## config.mk

```make
export PLATFORM = sky130hd
export DESIGN_NAME = ah_div_result_buffer_4
export DESIGN_NICKNAME = d
export VERILOG_FILES = /design/src/rtl/ah_div_result_buffer_4.sv
export SDC_FILE = /design/constraint.sdc
export NUM_CORES = 1
export LEC_CHECK = 0
export ABC_CLOCK_PERIOD_IN_PS = 2700
export CELL_PAD_IN_SITES_DETAIL_PLACEMENT = 0
export CELL_PAD_IN_SITES_GLOBAL_PLACEMENT = 2
export CORE_MARGIN = 3
export CORE_UTILIZATION = 43
export CTS_CLUSTER_DIAMETER = 120
export DETAILED_ROUTE_END_ITERATION = 12
export DONT_BUFFER_PORTS = 1
export GPL_ROUTABILITY_DRIVEN = 1
export PLACE_DENSITY_LB_ADDON = 0.1
export SYNTH_ARGS = -nofsm -noshare
export SYNTH_HDL_FRONTEND = slang
export SYNTH_SLANG_ARGS = --single-unit
```

## constraint.sdc

```tcl
create_clock -name clk -period 2.7 [get_ports clk]
set_input_delay 0.54 -clock clk [delete_from_list [all_inputs] [get_ports clk]]
set_output_delay 0.54 -clock clk [all_outputs]
set_load 0.005 [all_outputs]
```

## src/rtl/ah_div_result_buffer_4.sv

```systemverilog
// Four-entry result FIFO behind the 4/8 pipelined divider.
// Captures {err, quotient}, flags dropped results and counts divide-by-zero results.
module ah_div_result_buffer_4 (
  input  logic       clk,
  input  logic       rst_n,
  input  logic       in_valid,
  input  logic [3:0] in_quotient,
  input  logic       in_div_by_zero,
  input  logic       out_ready,
  input  logic       clr_ovf,
  output logic       out_valid,
  output logic [3:0] out_quotient,
  output logic       out_err,
  output logic       ovf,
  output logic [7:0] dz_count,
  output logic [2:0] level
);

  logic [4:0] mem [4];
  logic [1:0] wr_ptr;
  logic [1:0] rd_ptr;
  logic [2:0] count;

  logic       full;
  logic       pop;
  logic       push;
  logic       drop;
  logic [4:0] wdata;

  always_comb begin
    full  = (count == 3'd4);
    pop   = (count != 3'd0) && out_ready;
    // A full FIFO still accepts a result when the head leaves on the same edge.
    push  = in_valid && (!full || pop);
    drop  = in_valid && full && !pop;
    wdata = in_div_by_zero ? 5'b1_0111 : {1'b0, in_quotient};
  end

  always_ff @(posedge clk or negedge rst_n) begin
    if (!rst_n) begin
      for (int unsigned i = 0; i < 4; i++) mem[i] <= '0;
      wr_ptr   <= '0;
      rd_ptr   <= '0;
      count    <= '0;
      ovf      <= 1'b0;
      dz_count <= '0;
    end else begin
      if (push) begin
        mem[wr_ptr] <= wdata;
        wr_ptr      <= wr_ptr + 2'd1;
      end
      if (pop) rd_ptr <= rd_ptr + 2'd1;
      if (push && !pop)      count <= count + 3'd1;
      else if (pop && !push) count <= count - 3'd1;
      // A drop on the same edge as a clear leaves the flag set.
      if (drop)         ovf <= 1'b1;
      else if (clr_ovf) ovf <= 1'b0;
      if (push && in_div_by_zero && (dz_count != 8'hFF)) dz_count <= dz_count + 8'd1;
    end
  end

  always_comb begin
    out_valid    = (count != 3'd0);
    out_quotient = mem[rd_ptr][3:0];
    out_err      = mem[rd_ptr][4];
    level        = count;
  end

endmodule

```

==> reports/metrics.csv, run 1 <==
stage;metric;value;unit
synth;syn_inst;128;
drt;drtIter0Drc;18;
drt;final_antenna_net_count;0;
place;gp_congestion;0.709;
cts;cts_max_path_buffers;2;
cts;htreeDepth;2;
global_route;antenna_found_initial;0;
setup_path;path_buf_inv;1;
setup_path;critPathSlowestCell;dfrtp_1;
place;io_buffer_count;0;
synth;synthFlopType;dfrtp_1;
cts;clkSlewWorstSetupHoldPaths;0.06;ns
setup_path;worstRegToRegCells;8;
pwr;p_clk_share;16.2;%
timing;hold_violations;0;
floorplan;design.core.area;3850;um2
setup_path;endpoint_kind;flop;
synth;synthArstFlopShare;100;%
global_route;grt_pass1_wl;5220;um
setup_path;rr_startpoint;level[1];
pwr;netSwitchingFraction;33.0;%
synth;synth_area;1810;um2
global_route;grt-ovfl-total;0;
cts;cts_buffers;5;
pwr;p_comb_share;34.0;%
timing;slew_viol_final;0;
drt;drc_errors;0;
drt;vias_per_cell;5.42;
timing;setup_viol;0;
timing;fmax;468;MHz
cts;post_cts_buffers;0;
pwr;intPower;1.37;mW
floorplan;row_count;22;
drt;wl_per_cell;17.3;um
global_route;first_global_vias;1076;
setup_path;crit_chain;or3_1, nand2_1, ha_1, inv_1, fa_1, xor2_1, nor2_1, xor2_1;
finish;final_cell_mix;36 x dfrtp_1, 20 x mux2_2, 7 x nand2_1;
pwr;p_per_area;1060;nW/um2
place;dp_hpwl;2210;um
synth;synth_warnings;0;
timing;tns;0;ns
setup_path;critPathKind;flop to flop;
run;maxCapViolCount;0;
pwr;seqPwrFrac;49.9;%
finish;fin_nets;150;
drt;num_vias;970;
timing;worst_pin_slew;0.451;ns
synth;synth_nets;145;
floorplan;die_w;70.9;um
synth;ys_seq_area_share;49.8;%
cts;ctsResizeCount;0;
cts;root_buffer;clkbuf_8;
worst_hold_path;holdCritPathClass;input pin to asynchronous set/reset pin;
setup_path;reg2reg_to;level[2];
global_route;grt_use_total;13.6;%
synth;synth_edf_count;0;
finish;diodes;0;
drt;wl;3100;um
status;status;completed;
cts;clkLatencyLatePin;0.28;ns
cts;cts_tree;yes;
floorplan;die_h;70.9;um
floorplan;io_pins;28;
timing;rsz0062_at_grt;no;
finish;final_util;50.4;%
floorplan;initial_core_util;46.9;%
finish;drive_gt1_share;38.9;%
synth;synth_area_per_cell;14.1;um2
setup_path;r2r_setup_slack;0.56;ns
setup_path;cp_data_arrival_time;2.34;ns
setup_path;worst-path-max-fanout;5;
timing;finalClockSkew;0.00261;ns
pwr;switchingPower;0.677;mW
setup_path;path_common_cell;xor2_1;
synth;ys_ff_latch;36;
drt;drtPass1Iterations;4;
cts;clock_sinks;36;
pwr;power_leakage;0.818;nW
synth;synth.distinct_cells;32;
setup_path;max_stage_delay;0.47;ns
pwr;peakVddDrop;0.000650;V
floorplan;die_area;5020;um2
setup_path;cp-start-kind;flop;
timing;slew-limit-headroom;69.9;%
timing;min_period_over_period;79.1;%
timing;fin_crit;2.14;ns
setup_path;cp_top_family;simple AND/OR/NAND/NOR gates;
finish;final_common_cell;dfrtp_1;
global_route;grt_max_degree;37;
setup_path;crit_required;2.91;ns
finish;area.growth.synth_to_final;7.26;%
timing repair:
item                       CTS  global route
setup endpoints to repair    0             0
hold buffers                 1             0
hold endpoints to repair    36             0
sequential cells by signal, indices dropped and copies added (netlist names):
register and flops:
dz_count 8, level 3, mem 20, ovf 1, rd_ptr 2, wr_ptr 2
synthesized netlist by cell type (2+ instances only):
cell,instances,area [um2]
nand3_1,3,15.0
nor3_2,3,30.0
inv_1,4,15.0
ha_1,6,75.1
xnor2_1,4,35.0
nor3b_1,2,15.0
mux2_2,20,225
or2_2,3,18.8
dfrtp_1,36,901
xor2_1,6,52.6
nor2b_1,2,12.5
mux4_2,5,113
nand2_1,7,26.3
o21ai_0,3,15.0
nand2_4,4,45.0
mux2_4,4,60.1
worst max path at each step:
| stage | start | end | slack [ns] | cells after the start |
|---|---|---|---|---|
| floorplan | out_ready | level[1] | 0.61 | 7 |
| global placement | level[1] | level[2] | 0.61 | 8 |
| detailed placement | level[1] | level[2] | 0.52 | 8 |
| CTS | level[1] | level[2] | 0.53 | 8 |
| global route | level[1] | level[2] | 0.41 | 8 |
| finish | level[1] | level[2] | 0.56 | 8 |
power by group through the flow:
stage | sequential (mW) | combinational, mW | clock [mW]
after floorplan | 0.931 | 0.654 | 0
after global placement | 1.03 | 0.677 | 0
after detailed placement | 1.04 | 0.700 | 0
after CTS | 1.03 | 0.715 | 0.350
after global routing | 1.07 | 0.767 | 0.369
final | 1.02 | 0.696 | 0.331
kinds of logic (layout without fill, tap and decap cells):
group / after synthesis / after routing / synth area share [%]
DFF: 36 / 36 / 49.8
and+or+nand+nor: 34 / 34 / 14.5
xor gates and xnor gates: 10 / 10 / 4.84
buffers and inverters: 8 / 11 / 2.21
adders and majority gates: 7 / 7 / 5.26
AOI/OAI and AO/OA: 3 / 3 / 0.830
muxes: 30 / 30 / 22.6
metal layers:
| metal | part of all wire (%) | vias up | global-route usage [%] |
|---|---|---|---|
| met5 | 0 | - | 0 |
| met2 | 50 | 29 | 24.2 |
| met4 | 1.6 | 0 | 5.01 |
| met3 | 7.1 | 6 | 4.69 |
| met1 | 41 | 482 | 14.8 |
| li1 | - | 453 | - |
cell type report:
type                            count  area, um2
Tap cell                           48       60.1
Sequential cell                    36        901
Multi-Input combinational cell     84        868
Clock buffer                        5       68.8
Timing Repair Buffer                2       27.5
Fill cell                         349       1910
Inverter                            4       15.0
per-stage QoR:
| step | total power [mW] | cell area [um2] | hold WS [ns] | std cells | worst slack, ns |
|---|---|---|---|---|---|
| CTS | 2.10 | 1940 | 0.0904 | 179 | 0.533 |
| detailed placement | 1.74 | 1850 | 0.245 | 173 | 0.523 |
| global route | 2.20 | 1940 | 0.0920 | 179 | 0.415 |
| floorplan | 1.59 | 1810 | 0.244 | 128 | 0.610 |
| finish | 2.05 | 1940 | 0.0953 | 179 | 0.564 |
| global placement | 1.70 | 1850 | 0.246 | 173 | 0.611 |
Power figures use the tool's default switching activity.
==> run 2: changes to the inputs <==
ABC_AREA = 1   (was default)
ABC_CLOCK_PERIOD_IN_PS = 1950   (was 2700)
CORE_UTILIZATION = 33   (was 43)
clock period = 1.95 ns   (was 2.7 ns; I/O delays follow)
==> reports/metrics.csv, run 2 <==
stage;metric;value;unit;change
status;status;completed;;
synth;synth_area_leaders;dfrtp_1 48%, nand2_1 18%, inv_1 5.4%;;
cts;htreeDepth;2;;unchanged
synth;synth_area;1890;um2;+4.7%
setup_path;critPathKind;flop to flop;;
place;io_buffer_count;0;;unchanged
synth;synth_common_cells;92 x nand2_1, 36 x dfrtp_1, 27 x inv_1;;
timing;hold_violations;0;;unchanged
synth;yosys.area.top_type;dfrtp_1;;
finish;drive_gt1_share;11.0;%;-28 points
drt;vias_per_cell;4.59;;-15%
setup_path;crit_required;2.13;ns;-0.78 ns
timing;setup_viol;0;;unchanged
finish;nFillCells;586;;+68%
floorplan;row_count;26;;+18%
finish;postLayoutCellArea;2140;um2;+10%
floorplan;design.core.area;5340;um2;+38%
timing;rsz0062_at_grt;no;;
cts;root_buffer;clkbuf_8;;
timing;worst_pin_slew;0.394;ns;-0.0571 ns
pwr;power_leakage;1.10;nW;+35%
cts;cts_buffers;5;;unchanged
drt;drtPass1Iterations;4;;unchanged
setup_path;cp_data_arrival_time;2.02;ns;-0.32 ns
global_route;first_global_vias;1463;;+36%
drt;drtIter0Drc;65;;+47
synth;ys_ff_latch;36;;unchanged
synth;synth_nets;258;;+78%
floorplan;initial_core_util;35.5;%;-11 points
synth;yosys.area.top_type_share;47.6;%;-2.2 points
synth;ys_seq_area_share;47.6;%;-2.2 points
synth;synth.distinct_cells;24;;-25%
setup_path;endpoint_kind;flop;;
synth;yosysMostFrequentCell;nand2_1;;
setup_path;cp_top_family;adder cells;;
floorplan;die_w;81.8;um;+15%
pwr;peakVddDrop;0.000552;V;-15%
run;maxCapViolCount;0;;unchanged
global_route;grt_pass1_wl;7420;um;+42%
setup_path;max_stage_delay;0.44;ns;-0.03 ns
timing;fmax;544;MHz;+16%
finish;seq_area;901;um2;unchanged
timing;min_period_over_period;94.3;%;+15 points
floorplan;die_area;6690;um2;+33%
drt;final_antenna_net_count;0;;unchanged
finish;final_common_cell;nand2_1;;
timing;slew_viol_final;0;;unchanged
drt;drc_errors;0;;unchanged
finish;fin_nets;270;;+80%
place;place_inst;314;;+82%
finish;final_cell_count_no_fill;324;;+81%
finish;area.growth.synth_to_final;13.0;%;
floorplan;die_h;81.8;um;+15%
synth;synth_edf_count;0;;unchanged
place;postPlaceCellArea;2010;um2;+8.6%
floorplan;io_pins;28;;unchanged
timing;slew-limit-headroom;73.6;%;+3.7 points
global_route;grt_use_total;15.2;%;+1.7 points
finish;top_register;mem;;
place;gp_congestion;0.734;;+3.6%
finish;diodes;0;;unchanged
setup_path;crit_chain;nor2_2, buf_4, a21oi_4, ha_1, inv_1, fa_2, mux2_2;;
synth;synthFlopType;dfrtp_1;;
finish;largest_register_ffs;20;;unchanged
drt;num_vias;1488;;+53%
setup_path;path_buf_inv;2;;+1
worst_hold_path;holdCritPathClass;input pin to flop;;
cts;clkSlewWorstSetupHoldPaths;0.07;ns;about the same
synth;syn_inst;241;;+88%
pwr;p_per_area;1520;nW/um2;+44%
setup_path;cp-start-kind;flop;;
cts;cts_max_path_buffers;2;;unchanged
synth;synth_warnings;0;;unchanged
cts;cts_tree;yes;;
place;dp_hpwl;3240;um;+47%
synth;synth_area_per_cell;7.86;um2;-44%
global_route;grt-ovfl-total;0;;unchanged
cts;post_cts_buffers;0;;unchanged
synth;synthArstFlopShare;100;%;unchanged
global_route;grt_max_degree;37;;unchanged
timing;tns;0;ns;unchanged
timing;finalClockSkew;0.00228;ns;-0.000332 ns
drt;wl_per_cell;14.0;um;-19%
cts;clkLatencyLatePin;0.29;ns;about the same
cts;clock_sinks;36;;unchanged
global_route;antenna_found_initial;0;;unchanged
finish;final_cell_mix;91 x nand2_1, 36 x dfrtp_1, 26 x inv_1;;
timing;fin_crit;1.84;ns;-0.296 ns
finish;multi_input_area;890;um2;+2.4%
setup_path;critPathSlowestCell;fa_2;;
setup_path;worst-path-max-fanout;3;;-2
drt;wl;4540;um;+46%
run 2: worst reg2reg max path: stages (launching register included):
cell     delay (ns)
dfrtp_1        0.39
nor2_2         0.15
buf_4          0.15
a21oi_4        0.05
ha_1           0.18
inv_1          0.11
fa_2           0.44
mux2_2         0.26
run 2: logic make-up after synthesis:
kind of cell / after synthesis / synth area share, %
flip-flops: 36 / 47.6
AO/OA/AOI/OAI: 33 / 10.6
multiplexers: 1 / 0.594
buffers and inverters: 30 / 5.94
XOR/XNOR: 5 / 2.31
AND/OR/NAND/NOR: 129 / 27.9
adder cells (fa/ha/maj): 7 / 5.02
run 2: metrics by stage:
step,util [%],setup slack [ns],hold WS (ns),power [mW]
after detailed placement,37.7,0.0909,0.0955,2.70
final,40.1,0.111,0.202,3.26
after floorplan,-,0.0463,0.0944,2.31
after CTS,40.0,0.0740,0.191,3.29
after global placement,37.7,0.123,0.0954,2.70
after global routing,40.1,0.0418,0.203,3.60
run 2: cell type report:
type | instances | share of cell area, %
clock buffers | 8 | 4.21
inverters | 28 | 4.91
multi-input cells | 175 | 41.6
flip-flops and latches | 36 | 42.1
well taps | 70 | 4.09
repair buffers | 7 | 3.16
run 2: power by group:
group | total (mW) | switching (mW) | internal [mW]
logic | 1.32 | 0.793 | 0.522
registers | 1.39 | 0.285 | 1.10
clock network | 0.551 | 0.263 | 0.288
total | 3.26 | 1.34 | 1.91
run 2: routing by layer:
metal | share of wire [%] | vias up | GRT usage [%]
met5 | 0 | - | 0
met4 | 0.97 | 0 | 5.48
met3 | 4.0 | 4 | 4.82
met2 | 45 | 18 | 24.0
met1 | 50 | 696 | 19.6
li1 | - | 770 | -
run 2: repair_timing:
action                     in CTS  in global routing
resized for setup               0                  5
hold endpoints to repair       36                  0
hold buffers                    2                  0
setup endpoints to repair       0                  1
run 2: final timing paths:
path | from | end | slack (ns) | cells after the start
max in group asynchronous | rst_n | rd_ptr[1] | 1.19 | 2
min reg2reg | mem[10] | mem[10] | 0.47 | 2
min in group asynchronous | rst_n | level[0] | 0.54 | 2
max | level[1] | level[1] | 0.11 | 7
min | clr_ovf | ovf | 0.20 | 1
max reg2reg | level[1] | level[1] | 0.11 | 7
==> run 3: changes to the inputs <==
REMOVE_ABC_BUFFERS = 1   (was default)
==> reports/metrics.csv, run 3 (synthesized netlist as in run 2, its figures left out) <==
stage;metric;value;unit;change
status;status;completed;;
finish;seq_area;901;um2;unchanged
setup_path;crit_required;2.11;ns;-0.02 ns
place;place_ws;0.0845;ns;-0.00644 ns
floorplan;design.core.area;5340;um2;unchanged
place;io_buffer_count;0;;unchanged
timing;slew-limit-headroom;74.2;%;+0.54 points
drt;wl_per_cell;14.6;um;+4.1%
floorplan;row_count;26;;unchanged
timing;fmax;543;MHz;-0.10%
cts;cts_buffers;5;;unchanged
drt;final_antenna_net_count;0;;unchanged
worst_hold_path;holdCritPathClass;input pin to flop;;
finish;final_common_cell;nand2_1;;
timing;timing.final.ws_setup;0.109;ns;-0.00187 ns
setup_path;worst-path-max-fanout;3;;unchanged
setup_path;critPathKind;flop to flop;;
floorplan;die_w;81.8;um;unchanged
timing;tns;0;ns;unchanged
timing;setup_viol;0;;unchanged
global_route;first_global_vias;1488;;+1.7%
global_route;grt_max_degree;37;;unchanged
cts;htreeDepth;2;;unchanged
drt;wl;4720;um;+4.1%
finish;diodes;0;;unchanged
floorplan;die_area;6690;um2;unchanged
setup_path;cp-start-kind;flop;;
pwr;fin_total_pwr;3.27;mW;+0.54%
cts;clock_sinks;36;;unchanged
global_route;grt_pass1_wl;7820;um;+5.4%
global_route;antenna_found_initial;0;;unchanged
floorplan;die_h;81.8;um;unchanged
finish;top_register;mem;;
finish;largest_register_ffs;20;;unchanged
drt;drc_errors;0;;unchanged
timing;min_period_over_period;94.4;%;+0.096 points
cts;clkSlewWorstSetupHoldPaths;0.08;ns;about the same
cts;clkLatencyLatePin;0.28;ns;about the same
timing;whs;0.203;ns;+0.000894 ns
finish;fin_nets;271;;+0.37%
finish;multi_input_area;881;um2;-0.98%
timing;worst_pin_slew;0.386;ns;-0.00812 ns
global_route;grt_use_total;15.9;%;+0.68 points
worst_hold_path;min_path_cells;1;;unchanged
global_route;grt-ovfl-total;0;;unchanged
setup_path;r2r_setup_slack;0.11;ns;about the same
place;dp_hpwl;3410;um;+5.1%
timing;rsz0062_at_grt;no;;
place;place_inst;315;;+0.32%
finish;final_cell_count_no_fill;324;;unchanged
run;maxCapViolCount;0;;unchanged
setup_path;worstRegToRegCells;9;;+2
setup_path;endpoint_kind;flop;;
pwr;p_per_area;1530;nW/um2;+0.30%
floorplan;io_pins;28;;unchanged
finish;drive_gt1_share;10.6;%;-0.39 points
setup_path;cp_data_arrival_time;2.00;ns;-0.02 ns
setup_path;critPathSlowestCell;fa_1;;
timing;fin_crit;1.84;ns;+0.00187 ns
drt;drtIter0Drc;73;;+12%
setup_path;crit_chain;nor2_2, buf_4, a21oi_4, ha_1, inv_1, fa_1, a21oi_1, o21ai_0, xor2_1;;
cts;root_buffer;clkbuf_8;;
drt;num_vias;1516;;+1.9%
timing;finalClockSkew;0.00631;ns;+0.00403 ns
place;gp_congestion;0.737;;+0.45%
finish;nFillCells;596;;+1.7%
finish;final_cell_mix;92 x nand2_1, 36 x dfrtp_1, 26 x inv_1;;
cts;cts_tree;yes;;
timing;hold_violations;0;;unchanged
pwr;power_leakage;1.11;nW;+0.83%
drt;vias_per_cell;4.68;;+1.9%
setup_path;max_stage_delay;0.37;ns;-0.07 ns
pwr;peakVddDrop;0.000456;V;-17%
finish;area.growth.synth_to_final;13.3;%;
drt;drtPass1Iterations;4;;unchanged
floorplan;initial_core_util;35.5;%;unchanged
cts;cts_max_path_buffers;2;;unchanged
timing;slew_viol_final;0;;unchanged
run 3: cell types whose count changed in the layout (fill, tap and decap cells not counted), sizes merged:
cell | previous run | this run
clkbuf | 8 | 7
buf | 6 | 7
run 3: what timing repair did:
action | 4_1_cts | 5_1_grt
endpoints found under the hold margin | 36 | 0
gates resized for setup | 0 | 1
setup endpoints to repair | 0 | 1
hold buffers | 2 | 0
setup buffers | 0 | 0
run 3: power by group:
group	switching, mW	internal [mW]	total [mW]
Clock	0.264	0.315	0.579
Sequential	0.284	1.10	1.39
Combinational	0.786	0.521	1.31
run 3: area by class of cell:
| class | count | area share, % |
|---|---|---|
| well taps | 70 | 4.08 |
| flip-flops and latches | 36 | 42.0 |
| repair buffers | 8 | 3.50 |
| inverters | 28 | 4.90 |
| clock buffers | 7 | 4.49 |
| multi-input cells | 175 | 41.0 |
run 3: per-layer routing:
metal  track usage [%]  share of wire [%]
met5                 0                  0
met4              3.99                1.0
met3              4.93                4.5
met2              25.6                 47
met1              20.8                 47
run 3: worst paths after layout:
path	start	to
max reg2reg	level[1]	level[2]
max in group asynchronous	rst_n	mem[18]
min in group asynchronous	rst_n	level[1]
min reg2reg	mem[13]	mem[13]
max	level[1]	level[2]
min	clr_ovf	ovf
run 3: through the flow:
| stage | utilization [%] | instance area, um2 |
|---|---|---|
| 2_1_floorplan | - | 1890 |
| 3_3_place_gp | 37.9 | 2020 |
| 3_5_place_dp | 37.9 | 2020 |
| 4_1_cts | 40.2 | 2150 |
| 5_1_grt | 40.2 | 2150 |
| 6_report | 40.2 | 2150 |
run 3: worst max-delay path: cells and delay by family, from the launching register on:
family	cells	cell delay, ns
compound gates	3	0.41
xor+xnor	1	0.15
fa+ha+maj	2	0.52
buf+inv	2	0.20
flops	1	0.36
simple gates	1	0.06
